--- config.mk ---
export PLATFORM = sky130hd
export DESIGN_NAME = sha256_msg_schedule
export DESIGN_NICKNAME = d
export VERILOG_FILES = /design/src/rtl/sha256_msg_schedule.sv
export SDC_FILE = /design/constraint.sdc
export NUM_CORES = 2
export LEC_CHECK = 0
export BUFFER_PORTS_ARGS = -buffer_cell sky130_fd_sc_hd__buf_2
export CAP_MARGIN = 30
export CORE_ASPECT_RATIO = 1.75
export CORE_MARGIN = 4
export CORE_UTILIZATION = 41
export CTS_CLUSTER_SIZE = 30
export DETAILED_ROUTE_END_ITERATION = 7
export HOLD_SLACK_MARGIN = 0.15
export SYNTH_ARGS = -nofsm -noshare
export SYNTH_HDL_FRONTEND = slang
export SYNTH_SLANG_ARGS = --single-unit
--- constraint.sdc ---
create_clock -name clk -period 6.2 [get_ports clk]
set_clock_uncertainty 0.15 [all_clocks]
set_input_delay 0.93 -clock clk [delete_from_list [all_inputs] [get_ports clk]]
set_output_delay 0.93 -clock clk [all_outputs]
set_load 0.03 [all_outputs]
--- src/rtl/sha256_msg_schedule.sv ---
// SHA-256 message schedule feeder: loads one 512-bit block and streams 64 (W_t, K_t) beats in round order.
// Optional macro SCHED_BACKPRESSURE_EN adds the w_ready input; without it every RUN cycle consumes a beat.
module sha256_msg_schedule #(
    parameter int ROUNDS = 64,
    parameter int WORD_W = 32
) (
    input  logic              clk,
    input  logic              rst,
    input  logic              start,
    input  logic [511:0]      block_in,
`ifdef SCHED_BACKPRESSURE_EN
    input  logic              w_ready,
`endif
    output logic              w_valid,
    output logic [WORD_W-1:0] w_out,
    output logic [WORD_W-1:0] k_out,
    output logic [5:0]        round_idx,
    output logic              busy,
    output logic              done
);

    typedef enum logic {IDLE = 1'b0, RUN = 1'b1} state_t;

    localparam logic [WORD_W-1:0] K_ROM [0:63] = '{
        32'h428a2f98, 32'h71374491, 32'hb5c0fbcf, 32'he9b5dba5, 32'h3956c25b, 32'h59f111f1, 32'h923f82a4, 32'hab1c5ed5,
        32'hd807aa98, 32'h12835b01, 32'h243185be, 32'h550c7dc3, 32'h72be5d74, 32'h80deb1fe, 32'h9bdc06a7, 32'hc19bf174,
        32'he49b69c1, 32'hefbe4786, 32'h0fc19dc6, 32'h240ca1cc, 32'h2de92c6f, 32'h4a7484aa, 32'h5cb0a9dc, 32'h76f988da,
        32'h983e5152, 32'ha831c66d, 32'hb00327c8, 32'hbf597fc7, 32'hc6e00bf3, 32'hd5a79147, 32'h06ca6351, 32'h14292967,
        32'h27b70a85, 32'h2e1b2138, 32'h4d2c6dfc, 32'h53380d13, 32'h650a7354, 32'h766a0abb, 32'h81c2c92e, 32'h92722c85,
        32'ha2bfe8a1, 32'ha81a664b, 32'hc24b8b70, 32'hc76c51a3, 32'hd192e819, 32'hd6990624, 32'hf40e3585, 32'h106aa070,
        32'h19a4c116, 32'h1e376c08, 32'h2748774c, 32'h34b0bcb5, 32'h391c0cb3, 32'h4ed8aa4a, 32'h5b9cca4f, 32'h682e6ff3,
        32'h748f82ee, 32'h78a5636f, 32'h84c87814, 32'h8cc70208, 32'h90befffa, 32'ha4506ceb, 32'hbef9a3f7, 32'hc67178f2
    };

    function automatic logic [WORD_W-1:0] sig0(input logic [WORD_W-1:0] x);
        return {x[6:0], x[31:7]} ^ {x[17:0], x[31:18]} ^ (x >> 3);
    endfunction

    function automatic logic [WORD_W-1:0] sig1(input logic [WORD_W-1:0] x);
        return {x[16:0], x[31:17]} ^ {x[18:0], x[31:19]} ^ (x >> 10);
    endfunction

    state_t            state_q, state_d;
    logic [WORD_W-1:0] window [0:15];
    logic [WORD_W-1:0] new_word;
    logic              ready;
    logic              accept;
    logic              last_beat;
    logic              load;

`ifdef SCHED_BACKPRESSURE_EN
    assign ready = w_ready;
`else
    assign ready = 1'b1;
`endif

    // Handshake: a beat transfers on a rising edge where w_valid && ready; w_valid never
    // drops and beat contents never change while a beat is offered but not taken.
    assign accept    = (state_q == RUN) && ready;
    assign last_beat = (round_idx == 6'(ROUNDS - 1));
    assign new_word  = sig1(window[14]) + window[9] + sig0(window[1]) + window[0];

    always_comb begin
        state_d = state_q;
        load    = 1'b0;
        case (state_q)
            IDLE: begin
                if (start) begin
                    load    = 1'b1;
                    state_d = RUN;
                end
            end
            RUN: begin
                if (accept && last_beat) state_d = IDLE;
            end
            default: state_d = IDLE;
        endcase
    end

    always_ff @(posedge clk or negedge rst) begin
        if (!rst) begin
            state_q <= IDLE;
        end else begin
            state_q <= state_d;
        end
    end

    always_ff @(posedge clk or negedge rst) begin
        if (!rst) begin
            round_idx <= '0;
            done      <= 1'b0;
            for (int i = 0; i < 16; i++) window[i] <= '0;
        end else begin
            done <= 1'b0;
            if (load) begin
                round_idx <= '0;
                for (int i = 0; i < 16; i++) window[i] <= block_in[511 - 32*i -: 32];
            end else if (accept) begin
                if (last_beat) begin
                    round_idx <= '0;
                    done      <= 1'b1;
                end else begin
                    round_idx <= round_idx + 6'd1;
                    for (int i = 0; i < 15; i++) window[i] <= window[i+1];
                    window[15] <= new_word;
                end
            end
        end
    end

    // Outputs are gated so an idle schedule presents all zeros to the round stage.
    assign w_valid = (state_q == RUN);
    assign busy    = (state_q == RUN);
    assign w_out   = w_valid ? window[0] : '0;
    assign k_out   = w_valid ? K_ROM[round_idx] : '0;

endmodule

Word-level counts from Yosys, hierarchy flattened
Memories as Yosys holds them, arrays and structs flattened. Cells that the tools add are included.

Add/sub/neg operators: 4. Order comparisons: 1. Equal/unequal tests: 2. Multiplexer cells: 17. Bitwise logic cells: 6. Reductions and logical operators: 3.

Operators by type and width (count): 2-to-1 mux 512 bit (3); 2-to-1 mux 32 bit (4); adder 32 bit (3); bitwise XOR 32 bit (2); bitwise XOR 32 x 22 -> 32 bit (1); bitwise XOR 32 x 29 -> 32 bit (1); 2-to-1 mux 6 bit (3); >= comparator 7 bit, second input constant (1); NOT 6 -> 7 bit (1); adder 6 x 1 -> 6 bit, second input constant (1); == test 6 bit, second input constant (1); 2-to-1 mux 1 bit (6); inequality test 2 x 1 -> 1 bit, second input constant (1); case mux 1 bit (2 select lines) (1); AND reduction 2 bit (1); nonzero test 2 bit (1); logical AND 1 bit (1); NOT 1 bit (1).

Flip-flop bits (word level): 520. Bits in read-only memories: 2048. Input port bits: 515. Output and inout bits: 73. Logic and storage cells: 53. Memories: 1.

Memory list: (name not given) (words 64, bits a word 32, rd ports 1, clocked after Yosys merged registers in 0, wr ports 0, RTL line 115) `assign k_out = w_valid ? K_ROM[round_idx] : '0;`.

Longest topological paths before layout
Depth after elaboration: 8. Depth in mapped cells: 15. Mapped depth without buffers: 14.

Worst setup path before layout
Ideal clock, no wire load.

Path type: reg-to-output. Start point: register round_idx[2]. End point: output port k_out[17]. Data arrival time: 3799 ps. Path slack: 1321 ps. Cell stages (with the launch flop): 11. Path buffers: 3. Path through: dfrtp_1 > buf_2 > inv_2 > clkbuf_1 > clkbuf_1 > ha_1 > or2_2 > nand2_1 > a31oi_1 > a21boi_0 > a2111oi_0.

Word-level cells in the longest chain between the ends: 5.

Ends and longest elaborated chain: start: declaration (RTL line 17) `output logic [5:0] round_idx,`; start signal: assignment (RTL line 103) `round_idx <= round_idx + 6'd1;`; NOT 6 -> 7 bit (implied by the code) (RTL line 115); memory (64 x 32 bit); 2-to-1 mux 32 bit (implied by the code) (2 in a row) (RTL line 115); 2-to-1 mux 32 bit (RTL line 115); end: declaration (RTL line 16) `output logic [WORD_W-1:0] k_out,`.

Every way passes these cells. The select of a mux whose other input is x is not followed.

Worst setup path in the final report
Start point: register round_idx[1]. End point: output port k_out[17].

Same word-level chain as after synthesis.

==> results.yml <==
synth:
  synth_nets: 4583
  syn_area_per_cell_um2: 7.75
  synth_area_leaders: "dfrtp_1 42%, nand2_1 14%, a31oi_1 10%"
  synth_seq_cells: 520
  synth_edf_count: 0
  synth.top_cells.by_count: "1109 x nand2_1, 603 x nor2_1, 520 x dfrtp_1"
  yosys_warnings: 0
  yosysMostFrequentCell: "nand2_1"
  synth_top_area_share_pct: 42.4
  synthArstFlopShare_pct: 100
  syn_inst: 3957
  synth_seq_area_share_pct: 42.4
  netlist_area_um2: 30700
  synth_top_cell_by_area: "dfrtp_1"
  dominantRegCellSynth: "dfrtp_1"
  synth_cell_types: 73
die:
  fp.dieW_um: 215
  start_util_pct: 41.3
  num_rows: 132
  fp.coreArea_um2: 74200
  die_area_um2: 79400
  die-height_um: 370
  io_pins: 588
timing:
  setup_viol: 0
  timing.fmax_mhz: 201
  worst_pin_slew_ps: 1060
  rsz0062_at_grt: "no"
  slew_violations: 0
  finalHoldViolations: 0
  setup_slack_ps: 1230
  fin_tns_setup_ps: 0
  min_period_over_period_pct: 80.2
  max_slew_margin_pct: 29.1
  timing.final.crit_period_ps: 4970
grt:
  grt_pass1_vias: 30200
  use_met2_pct: 58.0
  top_usage_layer: "met2"
  gr-total-overflow: 0
  antenna_found_initial: 49
  grt_pass1_wl_um: 206000
  met3_usage_pct: 6.38
  grt_max_degree: 209
  gr-usage-all-layers_pct: 34.8
  grtUsageMet1_pct: 41.3
drt:
  via_per_inst: 5.74
  num_vias: 30600
  ant_nets: 0
  dr.pass1.iters: 6
  totalWireLength_um: 143000
  drc: 0
  wl_per_cell_um: 26.9
  dr.first_iter.drc_count: 3327
critical_path:
  timing.critical_path.from: "round_idx[1]$_DFFE_PN0P_"
  cp.required_ps: 5120
  worstReg2RegStart: "window[57]$_DFFE_PN0P_"
  start_kind: "flip-flop"
  cp.arrival_ps: 3890
  crit_fanout: 13
  critPathCaptureType: "output port"
  crit_type: "flip-flop to output port"
cts:
  clockRootBuffer: "clkbuf_16"
  numCtsBuffers: 52
  htree_levels: 2
  cts_tree: "yes"
  cts.sinks: 520
  cts_hold_buf: 0
  insertion_delay_ps: 640
  cts_resized: 0
  post_cts_buffers: 0
  clkTransAtPathRegs_ps: 70
  clk_path_buf_depth: 3
finish:
  nNetsFinal: 4949
  areaGrowthSynthToFinish_pct: 17.4
  drive_above_1_share_pct: 17.5
placed_design:
  port_buffers: 587
  dp_hpwl_um: 111000
  dpl_worst_slack_ps: 1690
  gp_congestion: 0.987
outcome:
  status: "completed"
run:
  max-cap-violations: 0
worst_hold_path:
  hold_class: "primary input to asynchronous set/reset pin"
worst max-delay path, cell delays in order, from the launching register on:
cell and delay (ps):
dfrtp_1 390, inv_1 400, ha_1 570, nand2_1 580, nor3b_1 240, o21ai_0 110, a21boi_0 150, a2111oi_0 480
buf_2 310
final cells by class:
| type | instances | area [um^2] |
|---|---|---|
| Fill cell | 7560 | 38200 |
| Multi-Input combinational cell | 2954 | 15800 |
| Sequential cell | 520 | 13000 |
| Timing Repair Buffer | 659 | 3750 |
| Clock buffer | 77 | 1500 |
| Tap cell | 938 | 1170 |
| Inverter | 136 | 510 |
| Clock inverter | 15 | 158 |
| Antenna cell | 34 | 85.1 |
sequential cells by signal, summed over array words and instances, names as in the netlist:
name and cells:
done 1, round_idx 6, window 512, busy 1
kinds of logic (layout without fill, tap and decap cells):
| kind of cell | Yosys count | count (layout) | share of synthesized area, % |
|---|---|---|---|
| AO/OA/AOI/OAI | 860 | 860 | 17.6 |
| XOR/XNOR | 144 | 144 | 4.11 |
| adder cells (fa/ha/maj) | 111 | 111 | 6.05 |
| buffers and inverters | 483 | 887 | 6.09 |
| flip-flops | 520 | 520 | 42.4 |
| multiplexers | 8 | 8 | 0.428 |
| other | 0 | 34 | 0 |
| AND/OR/NAND/NOR | 1831 | 1831 | 23.2 |
per-layer routing:
metal,part of all wire [%],wire [um]
met5,0.13,191
met4,7.9,11300
met3,7.2,10400
met2,48,68700
met1,37,52800
path summary, 6_finish.rpt:
| kind | endpoint | slack, ps | depth (start not counted) |
|---|---|---|---|
| worst min-delay path | window[6]$_DFFE_PN0P_ | 140 | 1 |
| worst min register to register | window[18]$_DFFE_PN0P_ | 370 | 2 |
| min in group clk | window[3]$_DFFE_PN0P_ | 360 | 3 |
| worst max register to register | window[27]$_DFFE_PN0P_ | 1550 | 13 |
| max in group asynchronous | window[323]$_DFFE_PN0P_ | 4340 | 2 |
| worst max-delay path | k_out[17] | 1230 | 8 |
placed cells by master, fill, tap and decap left out, drive strengths merged, types with 10 or more instances in the layout:
| cell type | count |
|---|---|
| a211oi | 29 |
| a21oi | 119 |
| a311oi | 12 |
| a31oi | 508 |
| and3 | 10 |
| buf | 659 |
| clkbuf | 77 |
| clkinv | 11 |
| dfrtp | 520 |
| diode | 34 |
| fa | 62 |
| ha | 49 |
| inv | 135 |
| nand2 | 1109 |
| nand3 | 34 |
| nor2 | 603 |
| nor3 | 26 |
| o211ai | 18 |
| o21ai | 89 |
| o22ai | 11 |
| xnor2 | 91 |
| xor2 | 53 |
per-stage QoR:
stage | instance area (um^2) | hold WS (ps) | instances | util, %
CTS | 35900 | 218 | 5299 | 48.4
global placement | 34300 | 352 | 5207 | 46.2
finish | 36000 | 141 | 5333 | 48.6
floorplan | 30700 | 323 | 3957 | -
global route | 36000 | 197 | 5313 | 48.5
detailed placement | 34300 | 353 | 5207 | 46.2
Power is left out: the tool's default activity adds up to more than one toggle a clock period on the data nets, which glitch-free logic cannot reach.
